==> src/rtl/fork_join_sequencer.sv <==
// fork_join_sequencer
//   Cycle-accurate replacement for a fork/join/sequential delay schedule.
//   On start: immediate load of seq0, two independent delayed loads (para,
//   parb) running in parallel, a join once both have fired, then a final
//   delayed load of seq1.
//
// Ports
//   clk, rstn            : rising-edge clock, async active-low reset
//   start                : launch request, honoured only in IDLE
//   val_s0/pa/pb/s1      : load values (captured at launch)
//   dly_a/b/s1           : delays in cycles (captured at launch)
//   seq0_o/para_o/parb_o/seq1_o : registered load results
//   stb_o[3:0]           : one-cycle load strobes {seq1, parb, para, seq0}
//   busy_o               : high while in FORK or SEQ
//   done_o               : one-cycle pulse on the seq1 load edge
module fork_join_sequencer #(
    parameter int WIDTH = 4,
    parameter int CNT_W = 8
) (
    input  logic             clk,
    input  logic             rstn,
    input  logic             start,
    input  logic [WIDTH-1:0] val_s0,
    input  logic [WIDTH-1:0] val_pa,
    input  logic [WIDTH-1:0] val_pb,
    input  logic [WIDTH-1:0] val_s1,
    input  logic [CNT_W-1:0] dly_a,
    input  logic [CNT_W-1:0] dly_b,
    input  logic [CNT_W-1:0] dly_s1,
    output logic [WIDTH-1:0] seq0_o,
    output logic [WIDTH-1:0] para_o,
    output logic [WIDTH-1:0] parb_o,
    output logic [WIDTH-1:0] seq1_o,
    output logic [3:0]       stb_o,
    output logic             busy_o,
    output logic             done_o
);

    typedef enum logic [1:0] {IDLE, FORK, SEQ} state_t;

    localparam logic [CNT_W-1:0] ONE = {{(CNT_W-1){1'b0}}, 1'b1};

    state_t           state_q, state_d;
    logic [CNT_W-1:0] t_q, t_d, c_q, c_d;
    logic             a_done_q, a_done_d, b_done_q, b_done_d;
    logic [WIDTH-1:0] vpa_q, vpa_d, vpb_q, vpb_d, vs1_q, vs1_d;
    logic [CNT_W-1:0] da_q, da_d, db_q, db_d, ds_q, ds_d;
    logic [WIDTH-1:0] seq0_q, seq0_d, para_q, para_d, parb_q, parb_d, seq1_q, seq1_d;
    logic [3:0]       stb_q, stb_d;
    logic             done_q, done_d;

    always_comb begin
        state_d  = state_q;
        t_d      = t_q;
        c_d      = c_q;
        a_done_d = a_done_q;
        b_done_d = b_done_q;
        vpa_d    = vpa_q;
        vpb_d    = vpb_q;
        vs1_d    = vs1_q;
        da_d     = da_q;
        db_d     = db_q;
        ds_d     = ds_q;
        seq0_d   = seq0_q;
        para_d   = para_q;
        parb_d   = parb_q;
        seq1_d   = seq1_q;
        stb_d    = 4'b0000;
        done_d   = 1'b0;

        case (state_q)
            IDLE: begin
                if (start) begin
                    vpa_d    = val_pa;
                    vpb_d    = val_pb;
                    vs1_d    = val_s1;
                    da_d     = dly_a;
                    db_d     = dly_b;
                    ds_d     = dly_s1;
                    seq0_d   = val_s0;
                    stb_d[0] = 1'b1;
                    t_d      = ONE;
                    // Zero-delay branches complete on the launch edge itself.
                    a_done_d = (dly_a == '0);
                    b_done_d = (dly_b == '0);
                    if (a_done_d) begin
                        para_d   = val_pa;
                        stb_d[1] = 1'b1;
                    end
                    if (b_done_d) begin
                        parb_d   = val_pb;
                        stb_d[2] = 1'b1;
                    end
                    if (a_done_d && b_done_d) begin
                        if (dly_s1 == '0) begin
                            seq1_d   = val_s1;
                            stb_d[3] = 1'b1;
                            done_d   = 1'b1;
                        end else begin
                            c_d     = ONE;
                            state_d = SEQ;
                        end
                    end else begin
                        state_d = FORK;
                    end
                end
            end

            FORK: begin
                if (!a_done_q && t_q == da_q) begin
                    para_d   = vpa_q;
                    stb_d[1] = 1'b1;
                    a_done_d = 1'b1;
                end
                if (!b_done_q && t_q == db_q) begin
                    parb_d   = vpb_q;
                    stb_d[2] = 1'b1;
                    b_done_d = 1'b1;
                end
                if (a_done_d && b_done_d) begin
                    // Join edge: t stops here so it never passes the larger delay.
                    if (ds_q == '0) begin
                        seq1_d   = vs1_q;
                        stb_d[3] = 1'b1;
                        done_d   = 1'b1;
                        state_d  = IDLE;
                    end else begin
                        c_d     = ONE;
                        state_d = SEQ;
                    end
                end else begin
                    t_d = t_q + ONE;
                end
            end

            SEQ: begin
                if (c_q == ds_q) begin
                    seq1_d   = vs1_q;
                    stb_d[3] = 1'b1;
                    done_d   = 1'b1;
                    state_d  = IDLE;
                end else begin
                    c_d = c_q + ONE;
                end
            end

            default: state_d = IDLE;
        endcase
    end

    always_ff @(posedge clk or negedge rstn) begin
        if (!rstn) begin
            state_q  <= IDLE;
            t_q      <= '0;
            c_q      <= '0;
            a_done_q <= 1'b0;
            b_done_q <= 1'b0;
            vpa_q    <= '0;
            vpb_q    <= '0;
            vs1_q    <= '0;
            da_q     <= '0;
            db_q     <= '0;
            ds_q     <= '0;
            seq0_q   <= '0;
            para_q   <= '0;
            parb_q   <= '0;
            seq1_q   <= '0;
            stb_q    <= 4'b0000;
            done_q   <= 1'b0;
        end else begin
            state_q  <= state_d;
            t_q      <= t_d;
            c_q      <= c_d;
            a_done_q <= a_done_d;
            b_done_q <= b_done_d;
            vpa_q    <= vpa_d;
            vpb_q    <= vpb_d;
            vs1_q    <= vs1_d;
            da_q     <= da_d;
            db_q     <= db_d;
            ds_q     <= ds_d;
            seq0_q   <= seq0_d;
            para_q   <= para_d;
            parb_q   <= parb_d;
            seq1_q   <= seq1_d;
            stb_q    <= stb_d;
            done_q   <= done_d;
        end
    end

    assign seq0_o = seq0_q;
    assign para_o = para_q;
    assign parb_o = parb_q;
    assign seq1_o = seq1_q;
    assign stb_o  = stb_q;
    assign done_o = done_q;
    assign busy_o = (state_q != IDLE);

endmodule
==> config.mk <==
export PLATFORM = sky130hd
export DESIGN_NAME = fork_join_sequencer
export DESIGN_NICKNAME = d
export VERILOG_FILES = /design/src/rtl/fork_join_sequencer.sv
export SDC_FILE = /design/constraint.sdc
export NUM_CORES = 1
export LEC_CHECK = 0
export CAP_MARGIN = 30
export CORE_UTILIZATION = 49
export DETAILED_ROUTE_END_ITERATION = 10
export PLACE_DENSITY = 0.75
export SLEW_MARGIN = 30
export SYNTH_ARGS = -nofsm -noshare
export SYNTH_HDL_FRONTEND = slang
export SYNTH_SLANG_ARGS = --single-unit
==> constraint.sdc <==
create_clock -name clk -period 4.5 [get_ports clk]
set_input_delay 1.125 -clock clk [delete_from_list [all_inputs] [get_ports clk]]
set_output_delay 1.125 -clock clk [all_outputs]
set_load 0.005 [all_outputs]
==> impl_metrics.tcl, run 1 <==
set metrics [dict create \
    status "complete, no violations" \
    path_cells "clkdlybuf4s50_1, nor4_1, nand2_1, nor2_1, a31oi_1, nand3b_1, mux2_1" \
    grt_pass1_vias 2873 \
    dp_hpwl_um 5750 \
    clockPowerShare_pct 15.9 \
    path_clk_slew_ps 80 \
    hold_buffers 0 \
    crit_arrival_ps 3350 \
    p_switching_mw 1.05 \
    grt_pass1_wl_um 13800 \
    grt.overflow.total 0 \
    die_y_um 90.5 \
    cts_sinks 76 \
    cts_resized 0 \
    layout_common_cells "dfrtp_1, clkdlybuf4s50_1, mux2_2" \
    cp_max_fo 5 \
    io_buffers 64 \
    via_count 2847 \
    timing.final.crit_share_pct 69.4 \
    rows 31 \
    layout_commonest_cell "dfrtp_1" \
    p_comb_share_pct 44.5 \
    grt_max_degree 77 \
    nFillCells 597 \
    worstSetupPathType "input port to register" \
    syn_to_final_growth_pct 22.6 \
    synth_flop_cell "dfrtp_1" \
    grt.total_usage_pct 21.2 \
    internal_power_mw 1.90 \
    fin_util_pct 63.6 \
    tns_ps 0 \
    start_util_pct 51.8 \
    antenna_cells 0 \
    report.final.slew_viol_count 0 \
    min_path_type "register to register" \
    max_stage_delay_ps 490 \
    wl_per_cell_um 15.8 \
    fmaxAchievable_mhz 320 \
    die_area_mm2 0.00819 \
    worst_pin_slew_ps 915 \
    peakVddDrop_uv 390 \
    drtAntennaViolNets 0 \
    gp_congestion 0.835 \
    cts_buffers 9 \
    drive_gt1_share_pct 19.1 \
    syn-instance-count 339 \
    critPathSlowestCell "nor4_1" \
    maxSlewHeadroom_pct 38.6 \
    drt_pass1_iterations 4 \
    ys_seq_area_share_pct 49.5 \
    p_seq_share_pct 39.6 \
    synth.cell_area_mm2 0.00384 \
    finalHoldViolations 0 \
    sw_frac_of_total_pct 35.6 \
    dp_cells 491 \
    worstPathRequired_ps 4730 \
    avgSynthCellArea_um2 11.3 \
    skew_ps 9.48 \
    clock-root-buffer "clkbuf_8" \
    synthArstFlopShare_pct 100 \
    p_per_area_mw_per_mm2 627 \
    drc_errors 0 \
    final_cells 507 \
    die_x_um 90.5 \
    period_minus_slack_ps 3120 \
    cp-end-kind "register" \
    critPathLaunchType "input port" \
    final_nets 452 \
    synth_nets 388 \
    h-tree-depth 3 \
    p_total_mw 2.95 \
    antenna_found_initial 0 \
    drtIter0Drc 139 \
    ys_warn_count 0 \
    core_area_mm2 0.00741 \
    post-cts-setup-buffers 0 \
    setup_viol 0 \
    synthDistinctLibCells 49 \
    insertion_delay_ps 340 \
    via_per_inst 5.62 \
    clk_path_buf_depth 2 \
    synth_seq_cells 76 \
    synth-edff-count 0 \
    p_leak_nw 1.91 \
    pin_count 65 \
    wirelength_um 8020 \
    rsz0062_at_grt "false" \
    max_cap_viol_count 0 \
    cts_tree "yes" \
]
[metal layers]
layer  vias up  routed length [um]  GRT usage, %
met3        13                 393          4.12
li1       1346                   -             -
met2        74                3810          33.0
met5         -                   0             0
met4         0                 141          9.41
met1      1414                3680          28.7
[worst max-delay path: cells and delay by family]
family	cells	cell delay, ps
AOI/OAI and AO/OA	1	120
and+or+nand+nor	4	1300
buffers and inverters	1	430
muxes	1	370
[path summary, 6_finish.rpt]
| path | start | endpoint | slack (ps) | cells after the start |
|---|---|---|---|---|
| hold / removal | para_o[0]$_DFFE_PN0P_ | para_o[0]$_DFFE_PN0P_ | 500 | 2 |
| hold reg to reg | para_o[0]$_DFFE_PN0P_ | para_o[0]$_DFFE_PN0P_ | 500 | 2 |
| min in group asynchronous | rstn | vpa_q[2]$_DFFE_PN0P_ | 800 | 1 |
| setup / recovery | dly_b[4] | seq1_o[3]$_DFFE_PN0P_ | 1380 | 7 |
| max in group asynchronous | rstn | ds_q[0]$_DFFE_PN0P_ | 3230 | 1 |
| setup reg to reg | state_q[1]$_DFFE_PN0P_ | t_q[6]$_DFFE_PN0P_ | 1980 | 7 |
[cell usage after synthesis (4+ instances only)]
cell     number  area, um2
mux2_2       44        495
o21ai_0       4       20.0
nor4_1        5       31.3
dfrtp_1      76       1900
buf_6         4       45.0
nor2_1       20       75.1
mux2i_1       9       90.1
or4_1         5       37.5
xnor2_1      16        140
nand2_1      25       93.8
nand4_1       6       37.5
mux2_1        4       45.0
or3_1         7       43.8
nand3_1      13       65.1
o21ai_1      13       65.1
inv_1        10       37.5
ha_1          6       75.1
xor2_1        8       70.1
a21oi_1       9       45.0
buf_2         4       20.0
a31oi_1       7       43.8
[state kept, by name, summed over array words and instances, names as in the netlist, 3 cells and up]
signal  cells
vpa_q       4
vpb_q       4
seq1_o      4
c_q         8
stb_o       3
t_q         8
ds_q        8
da_q        8
parb_o      4
para_o      4
db_q        8
seq0_o      4
vs1_q       4
[layout make-up]
| class | instances | area [um2] | share of cell area [%] |
|---|---|---|---|
| inverter | 11 | 41.3 | 0.877 |
| tap | 99 | 124 | 2.63 |
| multi-input combinational | 238 | 1800 | 38.2 |
| timing repair buffer | 67 | 664 | 14.1 |
| clock buffer | 12 | 155 | 3.29 |
| sequential | 76 | 1900 | 40.4 |
| clock inverter | 4 | 23.8 | 0.505 |
[metrics by stage]
stage | setup slack [ps] | hold WS [ps] | instance area [um2]
finish | 1380 | 497 | 4710
global route | 1150 | 528 | 4710
CTS | 1390 | 509 | 4710
detailed placement | 1060 | 482 | 4530
global placement | 1150 | 475 | 4530
floorplan | 1700 | 474 | 3840
[kinds of logic after synthesis]
logic type | Yosys count | share of synthesized area (%)
AO/OA/AOI/OAI | 52 | 9.03
XOR/XNOR | 24 | 5.47
adder cells (fa/ha/maj) | 6 | 1.95
buffers and inverters | 25 | 3.62
flip-flops | 76 | 49.5
multiplexers | 57 | 16.4
AND/OR/NAND/NOR | 99 | 14.0
[power by group through the flow]
| stage | Clock, mW | Sequential [mW] | Combinational [mW] |
|---|---|---|---|
| 6_report | 0.470 | 1.17 | 1.31 |
| 5_1_grt | 0.512 | 1.20 | 1.45 |
| 3_3_place_gp | 0 | 1.17 | 1.27 |
| 4_1_cts | 0.481 | 1.17 | 1.33 |
| 2_1_floorplan | 0 | 1.13 | 0.975 |
| 3_5_place_dp | 0 | 1.18 | 1.32 |
Note: power is estimated with default switching activity, not from simulation.
==> run 2, diff against run 1 <==
Clock period 4.5 ns to 3.25 ns, I/O delays scaled along.
==> run 2 against run 1 <==
  * Sequential share of layout area is 0.33 points lower
  * Highest routed layer unchanged
  * Sequential power increased by 38%
  * Clock-buffer cell count unchanged
  * Power increased by 42%
==> impl_metrics.tcl, run 2 (synthesis gave the netlist of run 1 again) <==
set metrics [dict create \
    worst_pin_slew_ps 928 \
    path_cells "clkdlybuf4s50_1, nor4_1, nand2_1, nor2_1, a31oi_1, nand3b_1, mux2_1" \
    path_clk_slew_ps 80 \
    r2r-end "c_q[3]$_DFFE_PN0P_" \
    internal_power_mw 2.71 \
    cts_buffers 9 \
    post-cts-setup-buffers 0 \
    grt_max_degree 77 \
    path_delay_family "simple AND/OR/NAND/NOR gates" \
    layout_common_cells "dfrtp_1, clkdlybuf4s50_1, mux2_2" \
    p_leak_nw 1.92 \
    ff_latch_area_mm2 0.00190 \
    cts_sinks 76 \
    crit_arrival_ps 3010 \
    p_comb_share_pct 43.8 \
    place_area_mm2 0.00454 \
    pin_count 65 \
    wl_per_cell_um 16.2 \
    report.final.slew_viol_count 0 \
    via_per_inst 5.49 \
    drive_gt1_share_pct 19.5 \
    path_buf_inv 1 \
    critPathLaunchType "input port" \
    r2r_start "state_q[0]$_DFFE_PN0P_" \
    p_per_area_mw_per_mm2 880 \
    hold_slack_ps 479 \
    cts_resized 0 \
    worstPathRequired_ps 3470 \
    clockPowerShare_pct 17.4 \
    die_x_um 90.5 \
    io_buffers 64 \
    tns_ps 0 \
    drtAntennaViolNets 0 \
    drc_errors 0 \
    final_nets 454 \
    layout_commonest_cell "dfrtp_1" \
    grt.total_usage_pct 21.6 \
    wirelength_um 8250 \
    setup_viol 0 \
    die_y_um 90.5 \
    clk_path_buf_depth 2 \
    nFillCells 591 \
    hold_buffers 0 \
    antenna_cells 0 \
    min_path_type "input port to asynchronous set/reset pin" \
    finalHoldViolations 0 \
    clock-root-buffer "clkbuf_8" \
    syn_to_final_growth_pct 23.7 \
    core_area_mm2 0.00741 \
    final_cells 509 \
    grt_pass1_wl_um 14000 \
    peakVddDrop_uv 435 \
    start_util_pct 51.8 \
    fmaxAchievable_mhz 358 \
    period_minus_slack_ps 2790 \
    multi_input_area_mm2 0.00180 \
    max_cap_viol_count 0 \
    via_count 2794 \
    dp_cells 493 \
    p_seq_share_pct 38.8 \
    maxSlewHeadroom_pct 37.8 \
    rsz0062_at_grt "false" \
    die_area_mm2 0.00819 \
    cts_tree "yes" \
    cp_max_fo 4 \
    rows 31 \
    grt_pass1_vias 2834 \
    reg2regPathDepth 8 \
    gp_congestion 0.808 \
    drtIter0Drc 117 \
    status "complete, no violations" \
    max_stage_delay_ps 520 \
    insertion_delay_ps 340 \
    dp_hpwl_um 5910 \
    grt.overflow.total 0 \
    p_switching_mw 1.46 \
    critPathSlowestCell "nor4_1" \
    worstSetupPathType "input port to register" \
    drt_pass1_iterations 4 \
    postLayoutCellArea_mm2 0.00475 \
    r2r_slack_ps 830 \
    skew_ps 8.02 \
    antenna_found_initial 0 \
    h-tree-depth 3 \
    sw_frac_of_total_pct 35.0 \
    timing.final.crit_share_pct 86.0 \
    cp-end-kind "register" \
]
-- run 2: metrics by stage --
stage / setup WS (ps) / utilization [%] / power (mW)
after global routing: 323 / 64.1 / 4.48
after CTS: 455 / 64.0 / 4.22
final: 456 / 64.1 / 4.18
after detailed placement: 150 / 61.3 / 3.47
after floorplan: 764 / - / 2.92
after global placement: 279 / 61.3 / 3.39
-- run 2: metal layers --
layer | global-route usage (%) | vias to the layer above | part of all wire [%]
met5 | 0 | - | 0
met4 | 9.14 | 0 | 1.4
met3 | 3.79 | 12 | 4.5
met2 | 34.2 | 66 | 48
met1 | 29.4 | 1368 | 46
li1 | - | 1348 | -
-- run 2: how the worst max path moves through the flow --
stage / cells past startpoint / endpoint / startpoint / slack, ps
after floorplan: 8 / c_q[3]$_DFFE_PN0P_ / dly_s1[5] / 760
after global placement: 7 / seq1_o[3]$_DFFE_PN0P_ / dly_b[1] / 280
after detailed placement: 7 / seq1_o[2]$_DFFE_PN0P_ / dly_b[5] / 150
after CTS: 4 / busy_o / state_q[0]$_DFFE_PN0P_ / 460
after global routing: 7 / seq1_o[2]$_DFFE_PN0P_ / dly_b[5] / 320
final: 7 / seq1_o[2]$_DFFE_PN0P_ / dly_b[5] / 460
-- run 2: layout make-up --
cell class,count,area share [%]
Timing Repair Buffer,69,14.3
Tap cell,99,2.61
Sequential cell,76,40.1
Clock buffer,12,3.27
Multi-Input combinational cell,238,37.9
Clock inverter,4,1.00
Inverter,11,0.870
-- run 2: power by group through the flow --
stage	clock, mW	combinational (mW)	sequential [mW]
finish	0.728	1.83	1.62
global route	0.795	2.01	1.67
CTS	0.749	1.85	1.62
detailed placement	0	1.84	1.63
global placement	0	1.77	1.62
floorplan	0	1.35	1.57
-- run 2: worst register-to-register path, cell delays in order (launching register included) --
cell     delay, ps
dfrtp_1        400
inv_1          130
ha_1           410
inv_1          210
nor2_1         330
nor2_1          70
and4_1         300
and2_4         230
a32o_1         240
